$ cat config.mk
export PLATFORM = sky130hd
export DESIGN_NAME = sysace_loader
export DESIGN_NICKNAME = d
export VERILOG_FILES = /design/src/rtl/sysace_loader.sv
export SDC_FILE = /design/constraint.sdc
export NUM_CORES = 1
export LEC_CHECK = 0
export CORE_UTILIZATION = 45
export DETAILED_ROUTE_END_ITERATION = 6
export PLACE_DENSITY = 0.77
export SLEW_MARGIN = 15
export SYNTH_ARGS = -nofsm -noshare
export SYNTH_HDL_FRONTEND = slang
export SYNTH_SLANG_ARGS = --single-unit
$ cat constraint.sdc
create_clock -name CLK80 -period 7.95 [get_ports CLK80]
set_clock_uncertainty 0.15 [all_clocks]
set_input_delay 1.59 -clock CLK80 [delete_from_list [all_inputs] [get_ports CLK80]]
set_output_delay 1.59 -clock CLK80 [all_outputs]
set_load 0.03 [all_outputs]
$ cat src/rtl/sysace_loader.sv
// Bulk sector loader: splits a request into SystemACE commands and packs the 16-bit
// read stream into 32-bit memory writes. Optional checksum output: SYSACE_LOADER_CKSUM_EN.
module sysace_loader #(
  parameter int ADDR_W    = 20,
  parameter int MAX_CHUNK = 256
) (
  input  logic              CLK80,
  input  logic              RST,
  input  logic              req_valid,
  output logic              req_ready,
  input  logic [27:0]       req_lba,
  input  logic [15:0]       req_nsectors,
  input  logic [ADDR_W-1:0] req_addr,
  output logic              ld_busy,
  output logic              ld_done,
  output logic [27:0]       sysace_mpulba_80,
  output logic [7:0]        sysace_nsectors_80,
  output logic              sysace_start_80,
  input  logic              sysace_busy_80,
  input  logic [15:0]       fifo_dout_80,
  input  logic              fifo_empty_80,
  output logic              rd_en_80,
  output logic [ADDR_W-1:0] mem_addr,
  output logic [31:0]       mem_wdata,
  output logic              mem_we,
`ifdef SYSACE_LOADER_CKSUM_EN
  output logic [31:0]       cksum,
`endif
  input  logic              mem_ready
);
  localparam int          WPS           = 128;
  localparam int          HW_PER_SECTOR = 2 * WPS;
  localparam logic [16:0] MAX_CHUNK_L   = 17'(MAX_CHUNK);

  typedef enum logic [2:0] {
    S_IDLE, S_ISSUE, S_WAIT_BUSY, S_STREAM, S_WAIT_IDLE, S_DONE
  } state_t;

  state_t              state_q, state_d;
  logic [27:0]         lba_q, lba_d;
  logic [15:0]         remaining_q, remaining_d;
  logic [8:0]          chunk_q, chunk_d;
  logic [16:0]         hw_left_q, hw_left_d;
  logic                rd_pend_q, rd_pend_d;
  logic                half_q, half_d;
  logic [15:0]         lo_q, lo_d;
  logic [31:0]         word_q, word_d;
  logic                we_q, we_d;
  logic [ADDR_W-1:0]   addr_q, addr_d;
  logic [15:0]         rem_after;
  logic                wr_accept;
  logic                req_accept;

  function automatic logic [8:0] chunk_of(input logic [15:0] n);
    if ({1'b0, n} > MAX_CHUNK_L) chunk_of = MAX_CHUNK_L[8:0];
    else                         chunk_of = n[8:0];
  endfunction

  assign sysace_mpulba_80   = lba_q;
  assign sysace_nsectors_80 = chunk_q[7:0];
  assign mem_addr           = addr_q;
  assign mem_wdata          = word_q;
  assign mem_we             = we_q;
  assign wr_accept          = we_q && mem_ready;
  assign req_accept         = (state_q == S_IDLE) && req_valid;
  assign rem_after          = remaining_q - {7'd0, chunk_q};

  always_comb begin
    state_d         = state_q;
    lba_d           = lba_q;
    remaining_d     = remaining_q;
    chunk_d         = chunk_q;
    hw_left_d       = hw_left_q;
    rd_pend_d       = 1'b0;
    half_d          = half_q;
    lo_d            = lo_q;
    word_d          = word_q;
    we_d            = we_q;
    addr_d          = addr_q;
    req_ready       = (state_q == S_IDLE);
    ld_busy         = (state_q != S_IDLE);
    ld_done         = 1'b0;
    sysace_start_80 = 1'b0;
    rd_en_80        = 1'b0;

    if (wr_accept) begin
      we_d   = 1'b0;
      addr_d = addr_q + 1'b1;
    end
    // Returning halfword: first of a pair parks in lo_q, second completes the word.
    if (rd_pend_q) begin
      if (half_q) begin
        word_d = {fifo_dout_80, lo_q};
        we_d   = 1'b1;
        half_d = 1'b0;
      end else begin
        lo_d   = fifo_dout_80;
        half_d = 1'b1;
      end
    end

    case (state_q)
      S_IDLE: begin
        if (req_valid) begin
          remaining_d = req_nsectors;
          addr_d      = req_addr;
          half_d      = 1'b0;
          if (req_nsectors == 16'd0) begin
            state_d = S_DONE;
          end else begin
            lba_d   = req_lba;
            chunk_d = chunk_of(req_nsectors);
            state_d = S_ISSUE;
          end
        end
      end
      S_ISSUE: begin
        if (!sysace_busy_80) begin
          sysace_start_80 = 1'b1;
          state_d         = S_WAIT_BUSY;
        end
      end
      S_WAIT_BUSY: begin
        if (sysace_busy_80) begin
          hw_left_d = {8'd0, chunk_q} * 17'(HW_PER_SECTOR);
          state_d   = S_STREAM;
        end
      end
      S_STREAM: begin
        // Odd hw_left means the next read completes a word, so the word register
        // must be free (or leaving this cycle) by the time that halfword returns.
        rd_en_80 = !fifo_empty_80 && (hw_left_q != 17'd0) && !rd_pend_q &&
                   (!hw_left_q[0] || !we_q || mem_ready);
        if (rd_en_80) begin
          rd_pend_d = 1'b1;
          hw_left_d = hw_left_q - 17'd1;
        end
        if ((hw_left_q == 17'd0) && !rd_pend_q && (!we_q || mem_ready))
          state_d = S_WAIT_IDLE;
      end
      S_WAIT_IDLE: begin
        if (!sysace_busy_80) begin
          remaining_d = rem_after;
          if (rem_after == 16'd0) begin
            state_d = S_DONE;
          end else begin
            lba_d   = lba_q + {19'd0, chunk_q};
            chunk_d = chunk_of(rem_after);
            state_d = S_ISSUE;
          end
        end
      end
      S_DONE: begin
        ld_done = 1'b1;
        state_d = S_IDLE;
      end
      default: state_d = S_IDLE;
    endcase
  end

  always_ff @(posedge CLK80 or posedge RST) begin
    if (RST) begin
      state_q     <= S_IDLE;
      lba_q       <= '0;
      remaining_q <= '0;
      chunk_q     <= '0;
      hw_left_q   <= '0;
      rd_pend_q   <= 1'b0;
      half_q      <= 1'b0;
      lo_q        <= '0;
      word_q      <= '0;
      we_q        <= 1'b0;
      addr_q      <= '0;
    end else begin
      state_q     <= state_d;
      lba_q       <= lba_d;
      remaining_q <= remaining_d;
      chunk_q     <= chunk_d;
      hw_left_q   <= hw_left_d;
      rd_pend_q   <= rd_pend_d;
      half_q      <= half_d;
      lo_q        <= lo_d;
      word_q      <= word_d;
      we_q        <= we_d;
      addr_q      <= addr_d;
    end
  end

`ifdef SYSACE_LOADER_CKSUM_EN
  logic [31:0] cksum_q, cksum_d;

  always_comb begin
    cksum_d = cksum_q;
    if (req_accept)     cksum_d = 32'd0;
    else if (wr_accept) cksum_d = cksum_q + word_q;
  end

  always_ff @(posedge CLK80 or posedge RST) begin
    if (RST) cksum_q <= 32'd0;
    else     cksum_q <= cksum_d;
  end

  assign cksum = cksum_q;
`else
  logic unused_accept;
  assign unused_accept = req_accept;
`endif
endmodule

==> results of run 1 <==
## metal layers
layer  up-vias  global-route usage
li1       3361                   -
met1      3305               0.300
met2       239               0.380
met3        18              0.0664
met4         0              0.0574
met5         -                   0
## worst max-delay path, stage by stage
cell,delay (ns)
clkdlybuf4s50_1,0.49
nor2b_1,0.08
a2111oi_0,0.40
o21a_1,0.36
clkdlybuf4s50_1,0.73
## cells by family (layout without fill, tap and decap cells)
family,count (synthesis),after routing,synth area share
DFF,144,144,0.452
adders and majority gates,24,24,0.0396
AOI/OAI and AO/OA,243,243,0.188
buffers and inverters,81,246,0.0455
xor gates and xnor gates,36,36,0.0396
muxes,53,53,0.0746
and+or+nand+nor,277,277,0.161
## metrics by stage
stage	power [mW]	cell area, µm²
6_report	4.88	10400
3_3_place_gp	3.99	9840
2_1_floorplan	3.25	7970
5_1_grt	5.24	10400
3_5_place_dp	4.05	9840
4_1_cts	4.90	10400
## worst max-delay path by stage
stage / startpoint / endpoint / slack [ns] / depth (start not counted)
2_1_floorplan: RST / chunk_q[0] / 2.34 / 1
3_3_place_gp: mem_ready / rd_en_80 / 2.63 / 5
3_5_place_dp: mem_ready / rd_en_80 / 2.57 / 5
4_1_cts: mem_ready / rd_en_80 / 2.58 / 5
5_1_grt: mem_ready / rd_en_80 / 2.43 / 5
6_report: mem_ready / rd_en_80 / 2.55 / 5
## sequential cells by signal, summed over array words and instances, names as in the netlist
name and flops:
mem_wdata 32, mem_we 1, remaining_q 16, mem_addr 20
lo_q 16, chunk_q 9, state_q 3, sysace_mpulba_80 28
rd_pend_q 1, hw_left_q 17, half_q 1
## cells in the final DEF, fill, tap and decap left out, drive strengths merged, types with 4 or more instances in the layout
cell,Yosys,final
o21ai,64,64
clkbuf,28,19
nand4,7,7
clkdlybuf4s50,0,179
o21a,5,5
and3,18,18
o22ai,16,16
ha,22,22
xor2,20,20
inv,29,30
a21oi,81,81
nor3,19,19
dfrtp,144,144
mux2,51,51
clkinv,1,5
nand2b,8,8
nor2,83,83
a211oi,8,8
a31oi,16,16
a21o,6,6
clkinvlp,0,5
a2bb2oi,4,4
a22oi,11,11
nand2,87,87
o22a,7,7
or4,4,4
xnor2,16,16
nor2b,8,8
buf,23,5
nand3,22,22
nor4,9,9
## Yosys cell counts, drive strengths merged, types with 18 or more instances
master	instances	area, µm²
xor2	20	175
nor2	83	312
nand3	22	110
nand2	87	327
mux2	51	574
clkbuf	28	106
nor3	19	100
dfrtp	144	3600
buf	23	144
o21ai	64	320
and3	18	113
a21oi	81	405
inv	29	109
ha	22	275
## area by class of cell
class	count	area [µm²]
Inverter	30	118
Tap cell	225	282
Sequential cell	144	3600
Multi-Input combinational cell	633	4020
Clock inverter	13	164
Timing Repair Buffer	184	1830
Fill cell	1515	6850
Clock buffer	19	433
## power by group through the flow
stage          Sequential (mW)  Combinational, mW  Clock [mW]
5_1_grt                   1.44               2.94       0.859
4_1_cts                   1.39               2.68       0.831
3_3_place_gp              1.38               2.61           0
3_5_place_dp              1.39               2.66           0
6_report                  1.39               2.68       0.813
2_1_floorplan             1.66               1.58           0
==> out/metrics.csv, run 1 <==
metric,value,unit
grt_overflow_total,0,
place_hpwl,14.1,mm
fin_crit,5.40,ns
grt_start_max_net_pins,74,
p_int,2.68,mW
htreeDepth,4,
r2r_start,state_q[1],
wl_met3,1.50,mm
wl_per_cell,16.3,µm
drv_slew,0,
drtIter0Drc,479,
grt_pass1_vias,6719,
criticalPathCategory,in -> out,
ant_nets,0,
area_growth,31.1,%
chipWidth,135,µm
period_share,0.679,
outcome,completed,
fin_ws,2.55,ns
fmax,185,MHz
p_comb_frac,0.549,
antenna_found_initial,0,
rows,48,
dr.max_layer_used,met4,
fp.coreArea,0.0173,mm²
hold_class,reg -> reg,
io_buffers,179,
fin_setup_tns,0,ns
first_pass_iters,5,
finish.utilization,0.604,
cts_resized,0,
ctsHoldBuffers,0,
pre_cts_slack,2.57,ns
ioPinCount,180,
synth_cell_types,64,
whs_endpoint,remaining_q[2],
cts_sinks,144,
async_flop_share,1.00,
synth_ff_type,dfrtp_1,
syn-instance-count,858,
synth_warnings,0,
cp-end-kind,output port,
p_sw_frac,0.451,
r2r_end,sysace_mpulba_80[8],
die_area,0.0182,mm²
rrSetupSlack,4.21,ns
tightest_slew,1.09,ns
holdPathStages,2,
wl_met2,9.60,mm
route.vias.total,6923,
antenna_cells,0,
clk_pin_slew_worst_paths,0.06,ns
hold_ws,0.347,ns
syn_area,0.00797,mm²
ctsRootBufferMaster,clkbuf_16,
p_seq_frac,0.285,
vdd_ir_drop_max,0.252,mV
clockBufferDepth,2,
instances_no_fill,1248,
grt_pass1_wl,33.3,mm
path_max_fanout,8,
synth_edf_count,0,
met1_length,9.04,mm
numCtsBuffers,17,
rsz0062_at_grt,no,
gp_congestion,0.883,
reg2reg_depth,8,
cts_tree,yes,
hold_start,remaining_q[2],
ys_seq_area_frac,0.452,
layout-drive-gt1-share,0.0938,
cap_violations,0,
hold_viol,0,
wirelength,20.3,mm
syn_nets,968,
crit_arrival,3.66,ns
fin_nets,1120,
pwr-share-clk,0.167,
track_usage,0.231,
drc,0,
power_leakage,4.31,nW
post-cts-setup-buffer-count,0,
critical_path_required,6.21,ns
die_h,135,µm
viasPerCell,5.55,
dp_cells,1216,
synth_seq_cells,144,
avgSynthCellArea,9.29,µm²
critPathLaunchType,input port,
power.switching,2.20,mW
final-setup-viol-count,0,
power_density,467,mW/mm²
clk_latency,0.42,ns
initial_core_util,0.461,
slew_headroom,0.265,
Note: power is estimated with default switching activity, not from simulation.
==> inputs of run 2 (changes only) <==
==> constraint.sdc (replaced) <==
create_clock -name CLK80 -period 5.05 [get_ports CLK80]
set_clock_uncertainty 0.15 [all_clocks]
set_input_delay 1.01 -clock CLK80 [delete_from_list [all_inputs] [get_ports CLK80]]
set_output_delay 1.01 -clock CLK80 [all_outputs]
set_load 0.03 [all_outputs]
==> out/metrics.csv, run 2 (synthesis gave the netlist of run 1 again) <==
metric,value,unit,change
outcome,completed,,unchanged
die_area,0.0182,mm²,unchanged
seq_area,0.00360,mm²,unchanged
ant_nets,0,,unchanged
area_growth,31.4,%,was 31.1%
viasPerCell,5.57,,was 5.55
cap_violations,0,,unchanged
io_buffers,179,,unchanged
slowest_delay,0.72,ns,was 0.73 ns
cts_sinks,144,,unchanged
htreeDepth,4,,unchanged
ioPinCount,180,,unchanged
design_area,0.0105,mm²,was 0.0104 mm²
tightest_slew,1.06,ns,was 1.09 ns
fin_setup_tns,0,ns,unchanged
layout-drive-gt1-share,0.0938,,about the same
chipWidth,135,µm,unchanged
fin_ws,0.819,ns,was 2.55 ns
fin_crit,4.23,ns,
fin_nets,1123,,was 1120
layout_common_cells,"clkdlybuf4s50_1, dfrtp_1, nand2_1, nor2_1, a21oi_1",,unchanged
path_delay_family,buffers and inverters,,unchanged
power_leakage,4.33,nW,was 4.31 nW
crit_top_cell,clkdlybuf4s50_1,,unchanged
critPathBufInv,2,,unchanged
crit_path_cell_trace,clkdlybuf4s50_1 -> nor2b_1 -> a2111oi_0 -> o21a_1 -> clkdlybuf4s50_1,,unchanged
drtIter0Drc,461,,was 479
clockBufferDepth,2,,unchanged
wirelength,20.0,mm,was 20.3 mm
numCtsBuffers,17,,unchanged
cts_tree,yes,,unchanged
route.vias.total,6956,,was 6923
antenna_found_initial,0,,unchanged
clk_pin_slew_worst_paths,0.06,ns,about the same
track_usage,0.227,,was 0.231
ctsRootBufferMaster,clkbuf_16,,unchanged
vdd_ir_drop_max,0.453,mV,was 0.252 mV
critical_path_required,3.89,ns,was 6.21 ns
drv_slew,0,,unchanged
grt_pass1_wl,32.8,mm,was 33.3 mm
post-cts-setup-buffer-count,0,,unchanged
critPathLaunchType,input port,,unchanged
cp-end-kind,output port,,unchanged
largest_reg_flops,32,,unchanged
multi_input_area,0.00401,mm²,was 0.00402 mm²
placed_area,0.00988,mm²,was 0.00984 mm²
cts_resized,0,,unchanged
fmax,236,MHz,
cpMaxStageDelayCell,clkdlybuf4s50_1,,unchanged
hold_class,reg -> reg,,unchanged
drc,0,,unchanged
grt_pass1_vias,6659,,was 6719
ctsHoldBuffers,0,,unchanged
path_max_fanout,8,,unchanged
grt_start_max_net_pins,82,,was 74
pre_cts_slack,0.842,ns,was 2.57 ns
initial_core_util,0.461,,unchanged
die_h,135,µm,unchanged
place_hpwl,14.1,mm,about the same
crit_arrival,3.07,ns,was 3.66 ns
clk_latency,0.42,ns,about the same
criticalPathCategory,in -> out,,unchanged
wl_per_cell,16.0,µm,was 16.3 µm
power,7.69,mW,was 4.88 mW
rows,48,,unchanged
period_share,0.838,,
hold_viol,0,,unchanged
fp.coreArea,0.0173,mm²,unchanged
slew_headroom,0.290,,was 0.265
rsz0062_at_grt,no,,unchanged
final-setup-viol-count,0,,unchanged
grt_overflow_total,0,,unchanged
antenna_cells,0,,unchanged
fillCellCount,1467,,was 1515
power_density,735,mW/mm²,was 467 mW/mm²
first_pass_iters,5,,unchanged
gp_congestion,0.887,,was 0.883
final_common_cell,clkdlybuf4s50_1,,unchanged
## run 2: cell count changes in the layout (fill, tap and decap cells not counted), sizes merged
cell,change
clkinvlp,-2
clkinv,-1
buf,+3
clkbuf,+2
inv,-1
## run 2: path summary, 6_finish.rpt
kind	from	endpoint	slack [ns]	depth (start not counted)
max	mem_ready	rd_en_80	0.82	5
min	remaining_q[2]	remaining_q[2]	0.35	2
max reg2reg	chunk_q[0]	chunk_q[2]	1.29	11
min reg2reg	remaining_q[2]	remaining_q[2]	0.35	2
max in group asynchronous	RST	sysace_mpulba_80[3]	2.97	3
min in group asynchronous	RST	mem_addr[2]	0.95	2
## run 2: where the power goes
group / internal [mW] / leakage [nW] / switching (mW) / total [mW]
clock: 0.798 / 0.281 / 0.476 / 1.27
sequential: 1.69 / 1.76 / 0.494 / 2.18
combinational: 1.76 / 2.29 / 2.48 / 4.24
## run 2: tightest hold or removal path, stage by stage (launching register included)
cell	delay, ns
dfrtp_1	0.35
nand2_1	0.05
o21ai_0	0.06
## run 2: cell type report
cell class / count / area share
Timing Repair Buffer: 187 / 0.178
Clock buffer: 21 / 0.0440
Clock inverter: 9 / 0.0129
Inverter: 30 / 0.0112
Tap cell: 225 / 0.0269
Multi-Input combinational cell: 633 / 0.383
Sequential cell: 144 / 0.344
## run 2: per-stage QoR
stage | hold slack, ns | cells | util
after floorplan | 0.304 | 858 | -
after detailed placement | 0.339 | 1219 | 0.571
after global routing | 0.367 | 1249 | 0.606
after CTS | 0.354 | 1249 | 0.606
final | 0.347 | 1249 | 0.606
after global placement | 0.327 | 1219 | 0.571
## run 2: metal layers
| metal | GRT usage | part of all wire | vias to the layer above | wire length, µm |
|---|---|---|---|---|
| met3 | 0.0619 | 0.073 | 25 | 1460 |
| met2 | 0.358 | 0.46 | 243 | 9190 |
| li1 | - | - | 3374 | - |
| met5 | 0 | 0 | - | 0 |
| met1 | 0.305 | 0.45 | 3314 | 9060 |
| met4 | 0.0668 | 0.014 | 0 | 277 |
